===== src/rtl/score_ui_pkg.sv =====
// rtl/score_ui_pkg.sv - shared glyph geometry, colour type and blink state for the score UI
package score_ui_pkg;

   localparam int GLYPH_W     = 8;
   localparam int GLYPH_H     = 16;
   localparam int LABEL_SLOTS = 9;

   typedef logic [11:0] rgb444_t;

   typedef enum logic {
      IDLE  = 1'b0,
      BLINK = 1'b1
   } blink_state_t;

endpackage


===== src/rtl/blink_ctrl.sv =====
// rtl/blink_ctrl.sv - frame-counted highlight blink episode controller
module blink_ctrl
   import score_ui_pkg::*;
#(
   parameter int BLINK_FRAMES = 60,
   parameter int BLINK_PERIOD = 8
) (
   input  logic clk,
   input  logic rst_n,
   input  logic frame_tick,
   input  logic highlight,
   output logic visible,
   output logic hl_active
);

   localparam int CNT_W = (BLINK_FRAMES > 1) ? $clog2(BLINK_FRAMES) : 1;
   localparam logic [CNT_W-1:0] LAST_FRAME = CNT_W'(BLINK_FRAMES - 1);

   blink_state_t     state;
   blink_state_t     state_next;
   logic [CNT_W-1:0] frame_cnt;
   logic [CNT_W-1:0] cnt_next;
   logic             phase_odd;

   // State and frame counter registers
   always_ff @(posedge clk or negedge rst_n) begin
      if (!rst_n) begin
         state     <= IDLE;
         frame_cnt <= '0;
      end else begin
         state     <= state_next;
         frame_cnt <= cnt_next;
      end
   end

   // Next-state logic; a highlight pulse always wins over a coincident frame tick
   always_comb begin
      state_next = state;
      cnt_next   = frame_cnt;
      visible    = 1'b1;
      hl_active  = 1'b0;
      phase_odd  = ((32'(frame_cnt) / 32'(BLINK_PERIOD)) % 32'd2) != 32'd0;
      case (state)
         IDLE: begin
            if (highlight) begin
               state_next = BLINK;
               cnt_next   = '0;
            end
         end
         BLINK: begin
            hl_active = 1'b1;
            visible   = ~phase_odd;
            if (highlight) begin
               cnt_next = '0;
            end else if (frame_tick) begin
               if (frame_cnt == LAST_FRAME) begin
                  state_next = IDLE;
                  cnt_next   = '0;
               end else begin
                  cnt_next = frame_cnt + 1'b1;
               end
            end
         end
         default: begin
            state_next = IDLE;
            cnt_next   = '0;
         end
      endcase
   end

endmodule


===== src/rtl/score_label_renderer.sv =====
// rtl/score_label_renderer.sv - pixel-side renderer for the SCORE label glyph ROM
module score_label_renderer
   import score_ui_pkg::*;
#(
   parameter int      X0           = 64,
   parameter int      Y0           = 32,
   parameter rgb444_t FG_COLOR     = 12'hFFF,
   parameter rgb444_t HL_COLOR     = 12'hF00,
   parameter int      BLINK_FRAMES = 60,
   parameter int      BLINK_PERIOD = 8
) (
   input  logic        clk,
   input  logic        rst_n,
   input  logic [9:0]  pixel_x,
   input  logic [9:0]  pixel_y,
   input  logic        video_on,
   input  logic        frame_tick,
   input  logic        highlight,
   output logic [10:0] rom_addr,
   input  logic [7:0]  rom_data,
   output logic        text_on,
   output logic [11:0] text_rgb
);

   localparam logic [9:0] X0_V     = 10'(X0);
   localparam logic [9:0] Y0_V     = 10'(Y0);
   localparam logic [9:0] REGION_W = 10'(GLYPH_W * LABEL_SLOTS);
   localparam logic [9:0] REGION_H = 10'(GLYPH_H);

   logic [9:0] dx;
   logic [9:0] dy;
   logic [6:0] slot;
   logic       in_region;
   logic [2:0] bit_q;
   logic       hit_q;
   logic       glyph_bit;
   logic       text_on_next;
   rgb444_t    text_rgb_next;
   logic       visible;
   logic       hl_active;

   // Offsets wrap for pixels left of / above the origin, so the origin guard
   // keeps those from aliasing into the label box.
   assign dx        = pixel_x - X0_V;
   assign dy        = pixel_y - Y0_V;
   assign in_region = (pixel_x >= X0_V) && (dx < REGION_W) &&
                      (pixel_y >= Y0_V) && (dy < REGION_H);
   assign slot      = dx[9:3];
   assign rom_addr  = in_region ? {slot, dy[3:0]} : 11'h000;

   blink_ctrl #(
      .BLINK_FRAMES (BLINK_FRAMES),
      .BLINK_PERIOD (BLINK_PERIOD)
   ) u_blink (
      .clk        (clk),
      .rst_n      (rst_n),
      .frame_tick (frame_tick),
      .highlight  (highlight),
      .visible    (visible),
      .hl_active  (hl_active)
   );

   // Stage 1: carry bit position and hit flag alongside the ROM's address register
   always_ff @(posedge clk or negedge rst_n) begin
      if (!rst_n) begin
         bit_q <= 3'd0;
         hit_q <= 1'b0;
      end else begin
         bit_q <= dx[2:0];
         hit_q <= in_region & video_on;
      end
   end

   // Glyph rows are MSB-first: column 0 of a glyph is rom_data[7]
   always_comb begin
      glyph_bit     = rom_data[3'd7 - bit_q];
      text_on_next  = hit_q & glyph_bit & visible;
      text_rgb_next = 12'h000;
      if (text_on_next) begin
         text_rgb_next = hl_active ? HL_COLOR : FG_COLOR;
      end
   end

   // Stage 2: registered pixel output to the video mux
   always_ff @(posedge clk or negedge rst_n) begin
      if (!rst_n) begin
         text_on  <= 1'b0;
         text_rgb <= 12'h000;
      end else begin
         text_on  <= text_on_next;
         text_rgb <= text_rgb_next;
      end
   end

endmodule

===== config.mk =====
export PLATFORM = sky130hd
export DESIGN_NAME = score_label_renderer
export DESIGN_NICKNAME = d
export VERILOG_FILES = /design/src/rtl/score_ui_pkg.sv /design/src/rtl/blink_ctrl.sv /design/src/rtl/score_label_renderer.sv
export SDC_FILE = /design/constraint.sdc
export NUM_CORES = 1
export LEC_CHECK = 0
export ABC_CLOCK_PERIOD_IN_PS = 3590
export CAP_MARGIN = 20
export CORE_MARGIN = 2
export CORE_UTILIZATION = 35
export CTS_BUF_LIST = sky130_fd_sc_hd__clkbuf_2
export DETAILED_ROUTE_END_ITERATION = 12
export GPL_TIMING_DRIVEN = 0
export HOLD_SLACK_MARGIN = 0.1
export PLACE_DENSITY_LB_ADDON = 0.12
export SLEW_MARGIN = 25
export SYNTH_ARGS = -nofsm -noshare
export SYNTH_HDL_FRONTEND = slang
export SYNTH_SLANG_ARGS = --single-unit
export TNS_END_PERCENT = 20

===== constraint.sdc =====
create_clock -name clk -period 3.59 [get_ports clk]
set_clock_uncertainty 0.2 [all_clocks]
set_input_delay 0.359 -clock clk [delete_from_list [all_inputs] [get_ports clk]]
set_output_delay 0.359 -clock clk [all_outputs]
set_load 0.02 [all_outputs]

### Word level (Yosys, flattened, before mapping)

Cells that the tools add are included.

* input port bits: 33
* logic and storage cells: 44
* register bits after elaboration: 24
* output and inout port bits: 24

* equality and inequality tests: 3
* reduce and logical (&&, ||, !) cells: 4
* $lt $le $gt $ge: 5
* mux-type cells: 17
* bitwise operators: 5
* add/subtract/negate cells: 4

Operator list (count)
* $mux 6: 4
* $mux 12: 1
* $pmux 6 s2: 1
* $mux 11: 1
* $ge 10x6->1 const B: 1
* $ge 10x7->1 const B: 1
* $lt 10x5->1 const B: 1
* $lt 10x7->1 const B: 1
* $sub 10x6->10 const B: 1
* $sub 10x7->10 const B: 1
* $mux 8: 1
* $mux 1: 7
* $add 6x1->6 const B: 1
* $eq 6x6->1 const B: 1
* $lt 3x4->1 const B: 1
* $and 1x1->1: 3
* $bmux 1 s3: 1
* $logic_and 1x1->1: 3
* $ne 3x3->1 const B: 1
* $sub 3x3->3 const A: 1
* $ne 2x2->1 const B: 1
* $not 1->1: 2
* $pmux 1 s2: 1
* $reduce_and 2->1: 1

### Longest topological paths before layout

* word-level depth: 6
* mapped depth: 5
* mapped depth without buffers: 5

### Hierarchy

Synthesis repeated with hierarchy kept, for this count alone.

* cells, all modules: 112
* area total of the unflattened synthesis: 1064.8 um2

Modules (own cells, without submodules)
* score_label_renderer: area an instance 680.7 um2, times used 1, cells an instance 68, sequential area each 150.1 um2
* blink_ctrl: area an instance 384.1 um2, times used 1, cells an instance 44, sequential area each 175.2 um2

### Least setup slack after synthesis

No wires, ideal clock.

* path kind: input port to output port
* start point: in pixel_x[6]
* end point: out rom_addr[0]
* arrival time: 1.726 ns
* setup slack: 1.305 ns
* data required time: 3.031 ns
* stages: 5
* buffers on the path: 0
* cells stage by stage: inv_1 > ha_1 > and4bb_1 > nand3_1 > nor4_1

* longest elaborated chain between the ends: 6
* elaborated cells on any way between the ends: 7
* classes of those cells: add/sub: 1; order compare: 2; mux: 1; reduce/logical: 3

Ends and longest elaborated chain
* start, declared: RTL line score_label_renderer.sv:14 `input logic [9:0] pixel_x,`
* $sub 10x7->10: RTL line score_label_renderer.sv:44 `assign dx = pixel_x - X0_V;`
* $lt 10x7->1: RTL line score_label_renderer.sv:46 `assign in_region = (pixel_x >= X0_V) && (dx < REGION_W) &&`
* $logic_and 1x1->1 * (2 in a row): RTL line score_label_renderer.sv:46
* $logic_and 1x1->1 *: RTL line score_label_renderer.sv:47 `(pixel_y >= Y0_V) && (dy < REGION_H);`
* $mux 11 *: RTL line score_label_renderer.sv:49 `assign rom_addr = in_region ? {slot, dy[3:0]} : 11'h000;`
* end, declared: RTL line score_label_renderer.sv:19 `output logic [10:0] rom_addr,`

Every way passes the cells marked *; elsewhere a longest branch is shown, timed or not.

### Final worst setup path

Ends and elaborated chain as after synthesis.

==> out/qor.csv <==
stage,metric,value,unit
run_status,status,completed,
global_routing,grt_pass1_vias,939,
worst_setup_path,critPathRequiredTime,3.03,ns
worst_setup_path,cp-start-kind,primary input,
timing,final.min_clock_period,3.136,ns
placed_design,gp_congestion,0.8007,
synthesis,synth_cell_types,34,
power,p_total,0.3137,mW
worst_setup_path,cp-end-kind,primary output,
die,io_pins,57,
power,ir_drop,129.1,uV
timing,fmax,318.9,MHz
die,coreArea,2710,um2
synthesis,ys.flop_type,dfrtp_1,
global_routing,track_usage,14.35,%
worst_setup_path,worstPathBufferInverterCount,3,
clocking,cts_root_buf,clkbuf_2,
synthesis,synth-edff-count,0,
layout,diodes,0,
worst_setup_path,slowest_stage,clkdlybuf4s50_1,
timing,fin_crit_sh,87.36,%
synthesis,yosysSeqAreaShare,33.38,%
routing,first_pass_iters,4,
clocking,cts_tree,done,
synthesis,synth_seq_cells,13,
routing,antenna_left,0,
clocking,clk_pin_slew,0.14,ns
placed_design,io_buffers,53,
clocking,ctsHoldBuffers,0,
routing,route.vias.total,998,
global_routing,grt_pass1_wl,3684,um
power,leakagePower,0.6642,nW
worst_setup_path,max_stage_delay,0.66,ns
global_routing,use_met2,25.08,%
clocking,cts_max_level,1,
die,die_area,3223,um2
worst_setup_path,crit_family,buffers and inverters,
layout,layout.nets,207,
die,die_h,56.77,um
layout,area_delta_synth_final,61.23,%
routing,vias_per_cell,4.990,
placed_design,hpwl,1831,um
clocking,clk_latency,0.28,ns
worst_setup_path,crit_type,in2out,
clocking,cts.sinks,13,
timing,finalSetupViolations,0,
layout,drive_gt1_share,13.61,%
routing,drc_errors,0,
global_routing,antenna_found_initial,0,
clocking,cts_inserted_buffers,3,
min_path,min_path_type,in2async,
global_routing,grt_max_degree,14,
worst_setup_path,crit_arrival,2.58,ns
synthesis,synth.largest_area_cell,dfrtp_1,
synthesis,syn_avg_cell_area,8.861,um2
worst_setup_path,path_common_cell,clkdlybuf4s50_1,
global_routing,met3_usage,5.300,%
routing,wirelength,2223,um
global_routing,grtUsageMet1,15.06,%
clocking,clockBufferDepth,2,
die,start_util,35.96,%
synthesis,synth_top_area_share,33.38,%
timing,fin_tns_setup,0,ns
power,power_density,199.6,nW/um2
synthesis,async_flop_share,100.0,%
timing,worst_slew_margin_rel,61.95,%
global_routing,busiest_layer,met2,
synthesis,yosysWarnings,0,
synthesis,yosys-top-cells-area,"dfrtp_1 (33%), buf_4 (12%), nor4_1 (5.8%), ha_1 (5.1%), inv_1 (3.9%)",
clocking,post_cts_resized,0,
routing,wl_per_cell,11.12,um
die,rows,19,
clocking,cts_setup_buffers,0,
worst_setup_path,crit_chain,clkdlybuf4s50_1 > inv_1 > ha_1 > and4bb_1 > nand3_1 > nor4_1 > clkdlybuf4s50_1,
worst_setup_path,crit_fanout,6,
die,die_w,56.77,um
timing,drv_slew,0,
global_routing,grt-ovfl-total,0,
timing,hold_viol,0,
timing,worst_pin_slew,0.5690,ns
flow_run,max-cap-violations,0,
timing,rsz0062_at_grt,no,
synthesis,synth_cells,110,
routing,drtIter0Drc,28,
synthesis,netlist_area,974.7,um2
-- metal layers --
layer | up-vias | part of all wire (%)
met5 | - | 0
li1 | 502 | -
met1 | 446 | 40
met3 | 2 | 11
met4 | 0 | 0.94
met2 | 48 | 48
-- sequential cells by signal, summed over array words and instances, names as in the netlist --
name / count
u_blink.frame_cnt: 6
bit_q: 3
u_blink.state: 1
hit_q: 1
text_rgb: 2
-- power by group --
part | switching [mW] | internal (mW)
clock | 0.0472 | 0.0295
sequential | 0.00601 | 0.151
combinational | 0.0323 | 0.0478
total | 0.0855 | 0.228
-- placed cells by master (no fill, tap or decap) --
master	instances
and4bb_1	1
o211ai_1	1
o22ai_1	1
ha_1	4
a31oi_1	2
a21o_1	1
a211oi_1	1
or3b_1	1
mux2i_1	3
mux2_2	2
conb_1	3
clkbuf_2	4
clkdlybuf4s50_1	53
nand4_2	1
nor2b_1	1
a41oi_1	1
nor4_1	9
and4b_1	1
nand2_1	8
nand2b_1	5
nand3_2	1
or3_1	1
a211o_1	1
nor3_1	1
a221o_1	1
xnor2_1	2
buf_4	15
inv_1	10
nand4_1	1
o31ai_1	3
dfrtp_1	13
nor2_1	3
o21ai_0	2
or4_1	3
a21oi_1	3
nand3_1	6
-- cells in the mapped netlist, types with 2 or more instances --
cell	count
a21oi_1	3
a31oi_1	2
buf_4	15
dfrtp_1	13
ha_1	4
inv_1	10
mux2_2	2
mux2i_1	3
nand2_1	8
nand2b_1	5
nand3_1	6
nor2_1	3
nor4_1	9
o21ai_0	2
o31ai_1	3
or4_1	3
xnor2_1	2
-- cells by family (layout without fill, tap and decap cells) --
group	Yosys count	in the layout	share of synthesized area, %
and+or+nand+nor	43	43	26.57
buffers and inverters	25	82	15.40
AOI/OAI and AO/OA	17	17	11.94
DFF	13	13	33.38
muxes	5	5	5.391
adders and majority gates	4	4	5.135
xor gates and xnor gates	2	2	1.798
other	1	3	0.3847
-- through the flow --
step	std cells	hold WS, ns	instance area (um2)	setup WS, ns	util, %
finish	200	0.2235	1572	0.4538	57.99
floorplan	112	-0.1366	982.2	1.305	-
CTS	200	0.2365	1572	0.4422	57.99
global route	200	0.2607	1572	0.2670	57.99
global placement	196	0.3528	1551	0.4444	57.25
detailed placement	196	0.3629	1551	0.4467	57.25
-- area by class of cell --
cell class	instances	area (um2)
Buffer	15	112.6
Clock buffer	4	20.02
Fill cell	263	1139
Inverter	10	37.54
Multi-Input combinational cell	74	506.7
Sequential cell	13	325.3
Tap cell	31	38.79
Timing Repair Buffer	53	530.5
-- worst paths after layout --
path	from	endpoint	slack (ns)	depth (start not counted)
min	rst_n	u_blink.frame_cnt[3]	0.22	1
min reg2reg	u_blink.state	text_rgb[7]	0.35	1
max	pixel_x[6]	rom_addr[0]	0.45	7
min in group clk	pixel_x[1]	bit_q[1]	0.33	1
max reg2reg	u_blink.frame_cnt[0]	u_blink.frame_cnt[0]	1.99	4
max in group asynchronous	rst_n	hit_q	2.57	1
Power figures use the tool's default switching activity.
